`src/rtl/reg_bank_pkg.sv`:
```
// Shared types and default sizing for the multi-port register bank.
// Latency: n/a (types and constants only).
// Backpressure: n/a.
package reg_bank_pkg;

  typedef enum logic {
    IDLE  = 1'b0,
    CLEAR = 1'b1
  } clr_state_t;

  localparam int W_DEF   = 7;
  localparam int N_DEF   = 4;
  localparam int NRD_DEF = 2;
  localparam int NWR_DEF = 2;

endpackage

```
`src/rtl/reg_bank_clear_fsm.sv`:
```
// Sequential clear engine: walks every bank address once, one per cycle.
// Latency: busy rises the cycle after clear is sampled in IDLE; 2**N cycles in CLEAR.
// Backpressure: clear requests seen while CLEAR is active are ignored (no re-trigger).
module reg_bank_clear_fsm
  import reg_bank_pkg::*;
#(
  parameter int N = N_DEF
) (
  input  logic         clk,
  input  logic         rst_n,
  input  logic         i_clear,
  output logic         o_busy,
  output logic         o_done,
  output logic         o_clr_vld,
  output logic [N-1:0] o_clr_addr
);

  // Last address zeroed, and the one before it (done is registered, so it
  // has to be armed one cycle early to line up with the final clear cycle).
  localparam logic [N-1:0] C_LAST   = '1;
  localparam logic [N-1:0] C_PENULT = C_LAST - N'(1);

  clr_state_t   r_state;
  logic [N-1:0] r_cnt;
  logic         r_busy;
  logic         r_done;

  // State, address counter and the registered busy/done flags.
  always_ff @(posedge clk or negedge rst_n) begin
    if (!rst_n) begin
      r_state <= IDLE;
      r_cnt   <= '0;
      r_busy  <= 1'b0;
      r_done  <= 1'b0;
    end else begin
      case (r_state)
        IDLE: begin
          r_cnt  <= '0;
          r_done <= 1'b0;
          if (i_clear) begin
            r_state <= CLEAR;
            r_busy  <= 1'b1;
          end
        end
        CLEAR: begin
          r_cnt  <= r_cnt + N'(1);
          r_done <= (r_cnt == C_PENULT);
          if (r_cnt == C_LAST) begin
            r_state <= IDLE;
            r_busy  <= 1'b0;
          end
        end
        default: begin
          r_state <= IDLE;
          r_busy  <= 1'b0;
          r_done  <= 1'b0;
        end
      endcase
    end
  end

  assign o_busy     = r_busy;
  assign o_done     = r_done;
  assign o_clr_vld  = (r_state == CLEAR);
  assign o_clr_addr = r_cnt;

endmodule

```
`src/rtl/reg_bank_mp.sv`:
```
// Multi-port register bank: NWR prioritised write ports, NRD registered read ports with write bypass.
// Latency: 1 cycle address-to-rs, write-first (same-cycle writes and clears are visible).
// Backpressure: none; writes are silently dropped while the clear engine is busy.
module reg_bank_mp
  import reg_bank_pkg::*;
#(
  parameter int W        = W_DEF,
  parameter int N        = N_DEF,
  parameter int NRD      = NRD_DEF,
  parameter int NWR      = NWR_DEF,
  parameter bit ZERO_REG = 1'b1
) (
  input  logic                   clk,
  input  logic                   reset,
  input  logic [NWR-1:0]         we,
  input  logic [NWR-1:0][N-1:0]  addr_rd,
  input  logic [NWR-1:0][W-1:0]  data_in,
  input  logic [NRD-1:0][N-1:0]  addr_rs,
  output logic [NRD-1:0][W-1:0]  rs,
  input  logic                   clear,
  output logic                   busy,
  output logic                   done
);

  localparam int DEPTH = 2 ** N;

  logic [W-1:0]          r_mem [DEPTH];
  logic [W-1:0]          w_nxt [DEPTH];
  logic [NRD-1:0][W-1:0] r_rs;
  logic                  w_clr_vld;
  logic [N-1:0]          w_clr_addr;

  reg_bank_clear_fsm #(
    .N (N)
  ) u_clear_fsm (
    .clk        (clk),
    .rst_n      (reset),
    .i_clear    (clear),
    .o_busy     (busy),
    .o_done     (done),
    .o_clr_vld  (w_clr_vld),
    .o_clr_addr (w_clr_addr)
  );

  // Next content of every register: ascending port loop makes the highest
  // write port win; the clear strobe and the hardwired zero override writes.
  // Reads index this same vector, which gives the write-first bypass for free.
  always_comb begin
    for (int j = 0; j < DEPTH; j++) begin
      w_nxt[j] = r_mem[j];
      for (int i = 0; i < NWR; i++) begin
        if (we[i] && !w_clr_vld && (addr_rd[i] == N'(j))) begin
          w_nxt[j] = data_in[i];
        end
      end
      if (w_clr_vld && (w_clr_addr == N'(j))) begin
        w_nxt[j] = '0;
      end
      if (ZERO_REG && (j == 0)) begin
        w_nxt[j] = '0;
      end
    end
  end

  // Storage update and registered read ports.
  always_ff @(posedge clk or negedge reset) begin
    if (!reset) begin
      for (int j = 0; j < DEPTH; j++) begin
        r_mem[j] <= '0;
      end
      r_rs <= '0;
    end else begin
      for (int j = 0; j < DEPTH; j++) begin
        r_mem[j] <= w_nxt[j];
      end
      for (int k = 0; k < NRD; k++) begin
        r_rs[k] <= w_nxt[addr_rs[k]];
      end
    end
  end

  assign rs = r_rs;

endmodule

```
`config.mk`:
```
export PLATFORM = sky130hd
export DESIGN_NAME = reg_bank_mp
export DESIGN_NICKNAME = d
export VERILOG_FILES = /design/src/rtl/reg_bank_pkg.sv /design/src/rtl/reg_bank_clear_fsm.sv /design/src/rtl/reg_bank_mp.sv
export SDC_FILE = /design/constraint.sdc
export NUM_CORES = 1
export LEC_CHECK = 0
export ABC_AREA = 0
export BUFFER_PORTS_ARGS = -buffer_cell sky130_fd_sc_hd__buf_2
export CAP_MARGIN = 20
export CORE_UTILIZATION = 50
export DETAILED_ROUTE_END_ITERATION = 7
export HOLD_SLACK_MARGIN = 0.03
export PLACE_DENSITY = 0.68
export SETUP_SLACK_MARGIN = 0.4
export SLEW_MARGIN = 20
export SYNTH_ARGS = -nofsm -noshare
export SYNTH_HDL_FRONTEND = slang
export SYNTH_HIERARCHICAL = 1
export SYNTH_SLANG_ARGS = --single-unit
```
`constraint.sdc`:
```
create_clock -name clk -period 3.53 [get_ports clk]
set_input_delay 0.1765 -clock clk [delete_from_list [all_inputs] [get_ports clk]]
set_output_delay 0.1765 -clock clk [all_outputs]
set_load 0.01 [all_outputs]
```
Yosys cells after proc, flatten, opt, wreduce, memory -nomap -nowiden:

Cells that the tools add are included.

* output and inout bits: 16
* input bits: 35
* word-level logic and storage cells: 182
* bits in registers: 126

* muxes and demuxes: 59
* add/sub/neg operators: 1
* bitwise operators: 3
* reductions and logical operators: 49
* eq/ne operators: 47
* $lt $le $gt $ge: 2

Operators by type and width (count)
* 2-to-1 mux 7 bit: 49
* equality test 4 bit (second input constant): 24
* binary-select mux 7 bit (select 4 bit): 2
* equality test 4 x 3 -> 1 bit (second input constant): 12
* logical AND 1 bit: 47
* equality test 4 x 2 -> 1 bit (second input constant): 6
* equality test 4 x 1 -> 1 bit (second input constant): 3
* greater-or-equal comparator 5 bit (second input constant): 2
* NOT 4 -> 5 bit: 2
* one-hot mux 4 bit (2 select lines): 1
* one-hot mux 1 bit (2 select lines): 3
* adder 4 x 1 -> 4 bit (second input constant): 1
* 2-to-1 mux 1 bit: 4
* != test 2 bit (second input constant): 2
* AND reduction 2 bit: 1
* logical NOT 1 bit: 1
* NOT 1 bit: 1

Depth between registers and ports, before layout:

Gate-level depths: netlist of run 1.

* depth after elaboration: 9
* gate-level depth with buffers: 10
* mapped depth without buffers: 7

Hierarchy:

The synthesis of run 1 kept the hierarchy.

By module, submodules not included
* reg_bank_mp: cells each 960, instances 1, sequential area each 2977.9 um^2, area an instance 8247.9 um^2
* reg_bank_clear_fsm: cells each 23, instances 1, sequential area each 175.2 um^2, area an instance 304.0 um^2

Worst setup path after synthesis of run 1:

OpenSTA, ideal clock, no wires.

* path type: register -> register
* from: reg u_clear_fsm.r_state, in the netlist u_clear_fsm/o_clr_vld
* to: reg r_rs, in the netlist rs[3]
* arrival: 2175 ps
* path slack: 1234 ps
* library setup time: 121 ps
* buffers on the path: 1
* cell stages (with the launch flop): 9
* period minus slack after synthesis: 2296 ps
* data required time: 3409 ps
* cells stage by stage: dfrtp_1 buf_4 nor3_4 nand2_1 a221oi_1 nor4_1 a2111oi_2 a211oi_1 a22o_1

* cells in the longest elaborated chain, start to end: 9
* elaborated cells between the ends (all ways): 96
* classes of those cells: mux (48); reduce/logical (48)

Ends and longest elaborated chain
* start: declaration: line reg_bank_clear_fsm.sv:23 `clr_state_t r_state;`
* start signal: assignment: line reg_bank_clear_fsm.sv:31 `r_state <= IDLE;`
* start signal: assignment: line reg_bank_clear_fsm.sv:41 `r_state <= CLEAR;`
* start signal: assignment: line reg_bank_clear_fsm.sv:49 `r_state <= IDLE;`
* logical NOT 1 bit: line reg_bank_mp.sv:52 `if (we[i] && !w_clr_vld && (addr_rd[i] == N'(j))) begin`
* logical AND 1 bit (2 in a row): line reg_bank_mp.sv:52
* 2-to-1 mux 7 bit (2 in a row): line reg_bank_mp.sv:52
* 2-to-1 mux 7 bit: line reg_bank_mp.sv:56 `if (w_clr_vld && (w_clr_addr == N'(j))) begin`
* binary-select mux 7 bit (select 4 bit) *: line reg_bank_mp.sv:77 `r_rs[k] <= w_nxt[addr_rs[k]];`
* 2-to-1 mux 7 bit (not written as such) * (2 in a row): line reg_bank_mp.sv:77
* end signal: indexed assignment: line reg_bank_mp.sv:77
* end: declaration: line reg_bank_mp.sv:29 `logic [NRD-1:0][W-1:0] r_rs;`

Every way passes the cells marked *; elsewhere a longest branch is shown, timed or not. The select of a mux whose other input is x is not followed.
A chain may end at the register's enable or synchronous reset.

==> reports/results.ini, run 1 <==
[run_status]
run_status = complete, no violations

[detailed_routing]
vias = 9521
first_pass_detailed_route_iteration_total = 6
avgRoutedWirePerCell_um = 32.1
drt-initial-drc-count = 1738
wl_final_um = 40200
drcViolationCount = 0
ant_nets = 0
via_density_per_instance = 7.60

[timing]
fin_tns_setup_ns = 0
max_freq_mhz = 324
timing_hold_violations_final = 0
grt_setup_unrepaired = no
share_of_the_clock_period_used_by_the_worst_path_after_layout = 0.873
timing.slew.headroom = 0.344
worst-slew-pin-transition_ns = 0.985
finClkSkew_ns = 0.00786
finalSetupViolations = 0
clock_period_minus_final_worst_setup_slack_ns = 3.08
final_max_slew_viol_count = 0

[min_path]
holdCritStartpoint = data_in[10]
hold-path-cell-count = 3
min_delay_worst_endpoint = r_mem[80]$_DFF_PN0_
path_type_of_the_worst_min_delay_path = in2reg

[clock_tree]
clock-sinks = 126
cts-buffers-inserted = 17
cts_tree = built
clock_latency_ns = 0.44
ctsRootBufferMaster = clkbuf_16
deepest_clock_path_buffer_count = 2
worst_setup_hold_path_clk_slew_ns = 0.06
cts_max_level = 4

[place]
gp_routability_congestion = 1.04
io_buffers = 50
postPlaceCellArea_um2 = 9060
hpwlAfterDp_um = 27700

[die]
floorplan.die.width_um = 133
std_cell_rows = 47
initial_core_util = 0.514
die_height_um = 133
total_die_area_um2 = 17600
core_area_um2 = 16600
io-pin-count = 51

[global_route]
globalRouteTotalUtil = 0.468
number_of_global_route_vias_before_repair = 9009
initial_antenna_violation_count = 0
grt_max_degree = 105
grt_overflow = 0
grt_first_pass_wirelength_um = 59500

[finish]
fin_nets = 1056
fraction_of_layout_instances_using_a_drive_strength_above_1 = 0.176
layout.cells.most_common_list = dfrtp_1 (126), nor2_1 (112), nand2_1 (77), buf_2 (49)
area_growth_pct = 13.2
antenna_cells = 0
layout.filler_cells = 1482
layout_commonest_cell = dfrtp_1
post-route-cell-area_um2 = 9680

[worst_setup_path]
rr_worst_depth = 9
cp.buffers_inverters = 2
worst-setup-path-type = reg2reg
timing.reg2reg.setup_slack_ns = 0.45
critical_path.slowest_cell = a31oi_1
critical_path.max_fanout = 14
critical_path.startpoint_type = flip-flop
worstPathCellList = buf_4 -> and4bb_2 -> nand2_2 -> a31oi_1 -> buf_4 -> nor3_1 -> o21a_1 -> a2111oi_1 -> a31o_1
signal_arrival_time_at_the_worst_endpoint_ns = 3.46
critPathTopFamily = compound AO/OA/AOI/OAI gates
worst_path_largest_cell_delay_ns = 0.54
path_common_cell = buf_4
critical_path_cell_count = 9
cp_data_required_time_ns = 3.91
timing.rr.start = u_clear_fsm/o_clr_vld$_DFF_PN0_
critPathCaptureType = flip-flop
r2r-end = rs[6]$_DFF_PN0_

[logic_synthesis]
synth_async_sr_flop_share = 1.00
ys_seq_area_frac = 0.369
synth-edff-count = 0
synth_area_per_cell_um2 = 8.70
synthesis.instances = 983
net_count_after_synthesis = 1020
synth.yosys.warnings = 6
netlist_area_um2 = 8550
ys_ff_latch = 126
ys_types = 89
ys_dominant_reg_cell = dfrtp_1

[power]
power_density_nw_per_um2 = 688
worst_ir_drop_vdd_uv = 430
power.leakage_nw = 4.33

[flow_run]
cap_violations = 0

-- tightest hold or removal path, stage by stage --
cell and delay, ns:
buf_2 0.19, nor2_1 0.13, a211oi_1 0.08
-- synthesized netlist by cell type, drive strengths merged (4+ instances only) --
library cell	n	area, um^2
a211o	15	131
a31oi	21	131
nor2b	9	56.3
a211oi	42	335
and3	8	50.1
o22a	4	35.0
nor3b	4	52.6
or3b	7	61.3
and2	10	62.6
inv	28	105
o21ai	50	250
or2	8	50.1
a21oi	28	140
nor2	114	438
a32oi	6	52.6
mux2i	41	410
o221ai	8	70.1
mux2	4	48.8
a221oi	17	149
and4b	4	40.0
nand2b	8	50.1
o211ai	11	82.6
a22o	10	87.6
nor3	41	226
nand3b	7	52.6
and3b	4	35.0
nand3	37	195
o32ai	15	131
clkbuf	46	174
dfrtp	126	3150
a32o	4	41.3
a22oi	21	158
o22ai	35	219
mux4	4	90.1
buf	37	209
a311oi	6	65.1
nand2	83	327
a221o	5	50.1
-- per-stage QoR --
step	util	setup WS (ns)	std cells	total power, mW	hold slack (ns)
floorplan	-	1.23	983	3.69	-0.119
global placement	0.544	0.512	1218	4.65	0.373
detailed placement	0.544	0.457	1218	4.67	0.371
CTS	0.582	0.423	1252	6.50	0.184
global route	0.582	0.431	1252	6.87	0.211
finish	0.582	0.447	1252	6.67	0.207
-- area by class of cell --
| cell class | instances | area (um^2) | share of cell area |
|---|---|---|---|
| clock inverter | 13 | 168 | 0.0173 |
| multi-input combinational | 745 | 4910 | 0.507 |
| sequential | 126 | 3150 | 0.326 |
| timing repair buffer | 100 | 637 | 0.0658 |
| inverter | 29 | 109 | 0.0112 |
| clock buffer | 19 | 433 | 0.0447 |
| tap | 220 | 275 | 0.0284 |
-- routing by layer --
layer	part of all wire	track usage	vias up
li1	-	-	3824
met1	0.37	0.614	4526
met2	0.40	0.644	973
met3	0.17	0.194	198
met4	0.060	0.265	0
met5	0	0	-
-- repair_timing --
| item | 4_1_cts | 5_1_grt |
|---|---|---|
| setup buffers | 0 | 0 |
| gates resized for setup | 0 | 2 |
| hold endpoints to repair | 103 | 0 |
| endpoints found under the setup margin | 0 | 2 |
| hold buffers | 2 | 0 |
-- state kept, by name, indices dropped and copies added, names as in the netlist --
name and count:
u_clear_fsm/o_clr_addr 4, r_mem 105, u_clear_fsm/o_busy 1, u_clear_fsm/o_done 1, u_clear_fsm/o_clr_vld 1, rs 14
-- cells by family (layout without fill, tap and decap cells) --
| kind of cell | Yosys count | after routing | share of synthesized area |
|---|---|---|---|
| fa+ha+maj | 2 | 2 | 0.00293 |
| compound gates | 326 | 326 | 0.279 |
| xor+xnor | 1 | 1 | 0.00102 |
| buf+inv | 112 | 161 | 0.0575 |
| simple gates | 367 | 367 | 0.226 |
| flops | 126 | 126 | 0.369 |
| mux | 49 | 49 | 0.0642 |
-- power breakdown --
group | switching, mW | leakage (nW) | total [mW] | internal [mW]
Sequential | 0.197 | 1.71 | 2.13 | 1.94
Clock | 0.725 | 0.287 | 1.84 | 1.11
Combinational | 1.75 | 2.34 | 2.70 | 0.952
Total | 2.67 | 4.33 | 6.67 | 4.00
-- how the worst max path moves through the flow --
stage | start | endpoint | slack (ns)
2_1_floorplan | u_clear_fsm/o_clr_vld$_DFF_PN0_ | rs[3]$_DFF_PN0_ | 1.23
3_3_place_gp | u_clear_fsm/o_clr_vld$_DFF_PN0_ | rs[6]$_DFF_PN0_ | 0.51
3_5_place_dp | u_clear_fsm/o_clr_vld$_DFF_PN0_ | rs[6]$_DFF_PN0_ | 0.46
4_1_cts | u_clear_fsm/o_clr_vld$_DFF_PN0_ | rs[6]$_DFF_PN0_ | 0.42
5_1_grt | u_clear_fsm/o_clr_vld$_DFF_PN0_ | rs[6]$_DFF_PN0_ | 0.43
6_report | u_clear_fsm/o_clr_vld$_DFF_PN0_ | rs[6]$_DFF_PN0_ | 0.45
Note: power is estimated with default switching activity, not from simulation.
==> inputs of run 2 (changes only) <==
- CELL_PAD_IN_SITES_DETAIL_PLACEMENT: not set -> 0
- CELL_PAD_IN_SITES_GLOBAL_PLACEMENT: not set -> 2
- CORE_UTILIZATION: 50 -> 42
- PLACE_DENSITY: 0.68 -> not set
- PLACE_DENSITY_LB_ADDON: not set -> 0.1
==> reports/results.ini, run 2 (synthesis results as in run 1) <==
[worst_setup_path]
critPathCaptureType = flip-flop
critical_path.slowest_cell = dfrtp_2
worst-setup-path-type = reg2reg
cp.buffers_inverters = 0
critical_path_cell_count = 7
worst_path_largest_cell_delay_ns = 0.54
critPathTopFamily = compound AO/OA/AOI/OAI gates
critical_path.startpoint_type = flip-flop
critical_path.max_fanout = 20
worstPathCellList = and4bb_2 -> nand2_2 -> a221o_1 -> o211ai_1 -> o221ai_1 -> a311oi_1 -> o21ai_0
rr_worst_depth = 7
cp_data_required_time_ns = 3.79
signal_arrival_time_at_the_worst_endpoint_ns = 3.32

[place]
placedCellCount = 1265
gp_routability_congestion = 1.01
hpwlAfterDp_um = 31100
pre_cts_slack_ns = 0.234
io_buffers = 50

[finish]
registers.top_by_ff_count = r_mem
multi_input_area_um2 = 4910
finalNonFillerCells = 1308
area_growth_pct = 15.8
layout.filler_cells = 1882
antenna_cells = 0
number_of_flip_flops_in_the_largest_register = 105
layout.cells.most_common_list = dfrtp_1 (125), nor2_1 (112), nand2_1 (77), buf_4 (58), buf_2 (49)
fin_nets = 1067
final-seq-area_um2 = 3150
fraction_of_layout_instances_using_a_drive_strength_above_1 = 0.188
layout_commonest_cell = dfrtp_1

[power]
share_clk_of_total_power = 0.294
switching_power_mw = 2.78
power.leakage_nw = 4.42
worst_ir_drop_vdd_uv = 340
power.switching_fraction = 0.397
power.internal_mw = 4.22
sequentialPowerShare = 0.308
power_density_nw_per_um2 = 706
combPwrFrac = 0.398

[detailed_routing]
drcViolationCount = 2
first_pass_detailed_route_iteration_total = 8
wl_final_um = 43800
ant_nets = 0
via_density_per_instance = 7.31
drt-initial-drc-count = 1495
vias = 9565
avgRoutedWirePerCell_um = 33.5

[global_route]
grt_busiest_layer = met2
met1_usage = 0.584
grt_first_pass_wirelength_um = 62900
grt_max_degree = 80
grt_util_met2 = 0.603
number_of_global_route_vias_before_repair = 8944
globalRouteTotalUtil = 0.433
grt_overflow = 0
global_route.usage.met3 = 0.157
initial_antenna_violation_count = 0

[timing]
worst-slew-pin-transition_ns = 0.928
share_of_the_clock_period_used_by_the_worst_path_after_layout = 0.867
fin_tns_setup_ns = 0
final_max_slew_viol_count = 0
grt_setup_unrepaired = no
clock_period_minus_final_worst_setup_slack_ns = 3.06
finalSetupViolations = 0
max_freq_mhz = 327
finClkSkew_ns = 0.00830
setup_ws_ns = 0.468
timing_hold_violations_final = 0
timing.slew.headroom = 0.381

[die]
total_die_area_um2 = 20900
die_height_um = 145
core_area_um2 = 19700
io-pin-count = 51
initial_core_util = 0.434
floorplan.die.width_um = 145
std_cell_rows = 51

[flow_run]
cap_violations = 0

[clock_tree]
ctsRootBufferMaster = clkbuf_16
cts_tree = built
clock_latency_ns = 0.43
cts-buffers-inserted = 17
clock-sinks = 126
worst_setup_hold_path_clk_slew_ns = 0.06
deepest_clock_path_buffer_count = 2
cts_max_level = 4

[min_path]
path_type_of_the_worst_min_delay_path = in2reg
hold-path-cell-count = 2

[run_status]
violated_checks = DRC
run_status = finished, violations left

==> run 2: final timing paths <==
check / slack, ns / endpoint / from
worst min-delay path: 0.20 / rs[10]$_DFF_PN0_ / addr_rs[7]
worst max-delay path: 0.47 / rs[9]$_DFF_PN0_ / u_clear_fsm/o_clr_vld$_DFF_PN0_
worst min register to register: 0.51 / u_clear_fsm/o_busy$_DFFE_PN0P_ / u_clear_fsm/o_busy$_DFFE_PN0P_
worst max register to register: 0.47 / rs[9]$_DFF_PN0_ / u_clear_fsm/o_clr_vld$_DFF_PN0_
min in group asynchronous: 0.35 / u_clear_fsm/o_clr_addr[2]$_DFF_PN0_ / reset
max in group asynchronous: 2.23 / r_mem[10]$_DFF_PN0_ / reset
==> run 2: worst register-to-register path: stages, from the launching register on <==
cell and delay [ns]:
dfrtp_2 0.54, and4bb_2 0.54, nand2_2 0.25, a221o_1 0.46, o211ai_1 0.23, o221ai_1 0.20
a311oi_1 0.43, o21ai_0 0.25
==> run 2: per-layer routing <==
layer  up-vias  share of wire
met4         0          0.058
met5         -              0
met3       178           0.14
met1      4649           0.39
li1       3859              -
met2       879           0.41
==> run 2: layout make-up <==
class | instances | share of cell area
Clock inverter | 12 | 0.0211
Multi-Input combinational cell | 745 | 0.496
Timing Repair Buffer | 111 | 0.0739
Clock buffer | 20 | 0.0461
Sequential cell | 126 | 0.318
Tap cell | 265 | 0.0335
Inverter | 29 | 0.0110
==> run 2: power groups by stage <==
stage          sequential, mW  clock (mW)  combinational (mW)
2_1_floorplan            2.11           0                1.58
3_3_place_gp             2.14           0                2.58
3_5_place_dp             2.16           0                2.59
4_1_cts                  2.14        2.05                2.62
5_1_grt                  2.19        2.12                2.89
6_report                 2.15        2.06                2.79
==> run 2: what timing repair did <==
item,4_1_cts,5_1_grt
setup endpoints to repair,6,1
gates resized for setup,2,0
buffers inserted,6,3
hold endpoints to repair,78,0
pin swaps,2,0
gates cloned,0,0
hold buffers,2,0
==> run 2: through the flow <==
stage	hold slack, ns	power, mW	utilization	cell area (um^2)
2_1_floorplan	-0.119	3.69	-	8550
3_3_place_gp	0.287	4.72	0.463	9140
3_5_place_dp	0.301	4.75	0.463	9140
4_1_cts	0.171	6.82	0.501	9880
5_1_grt	0.202	7.19	0.502	9910
6_report	0.199	6.99	0.502	9910
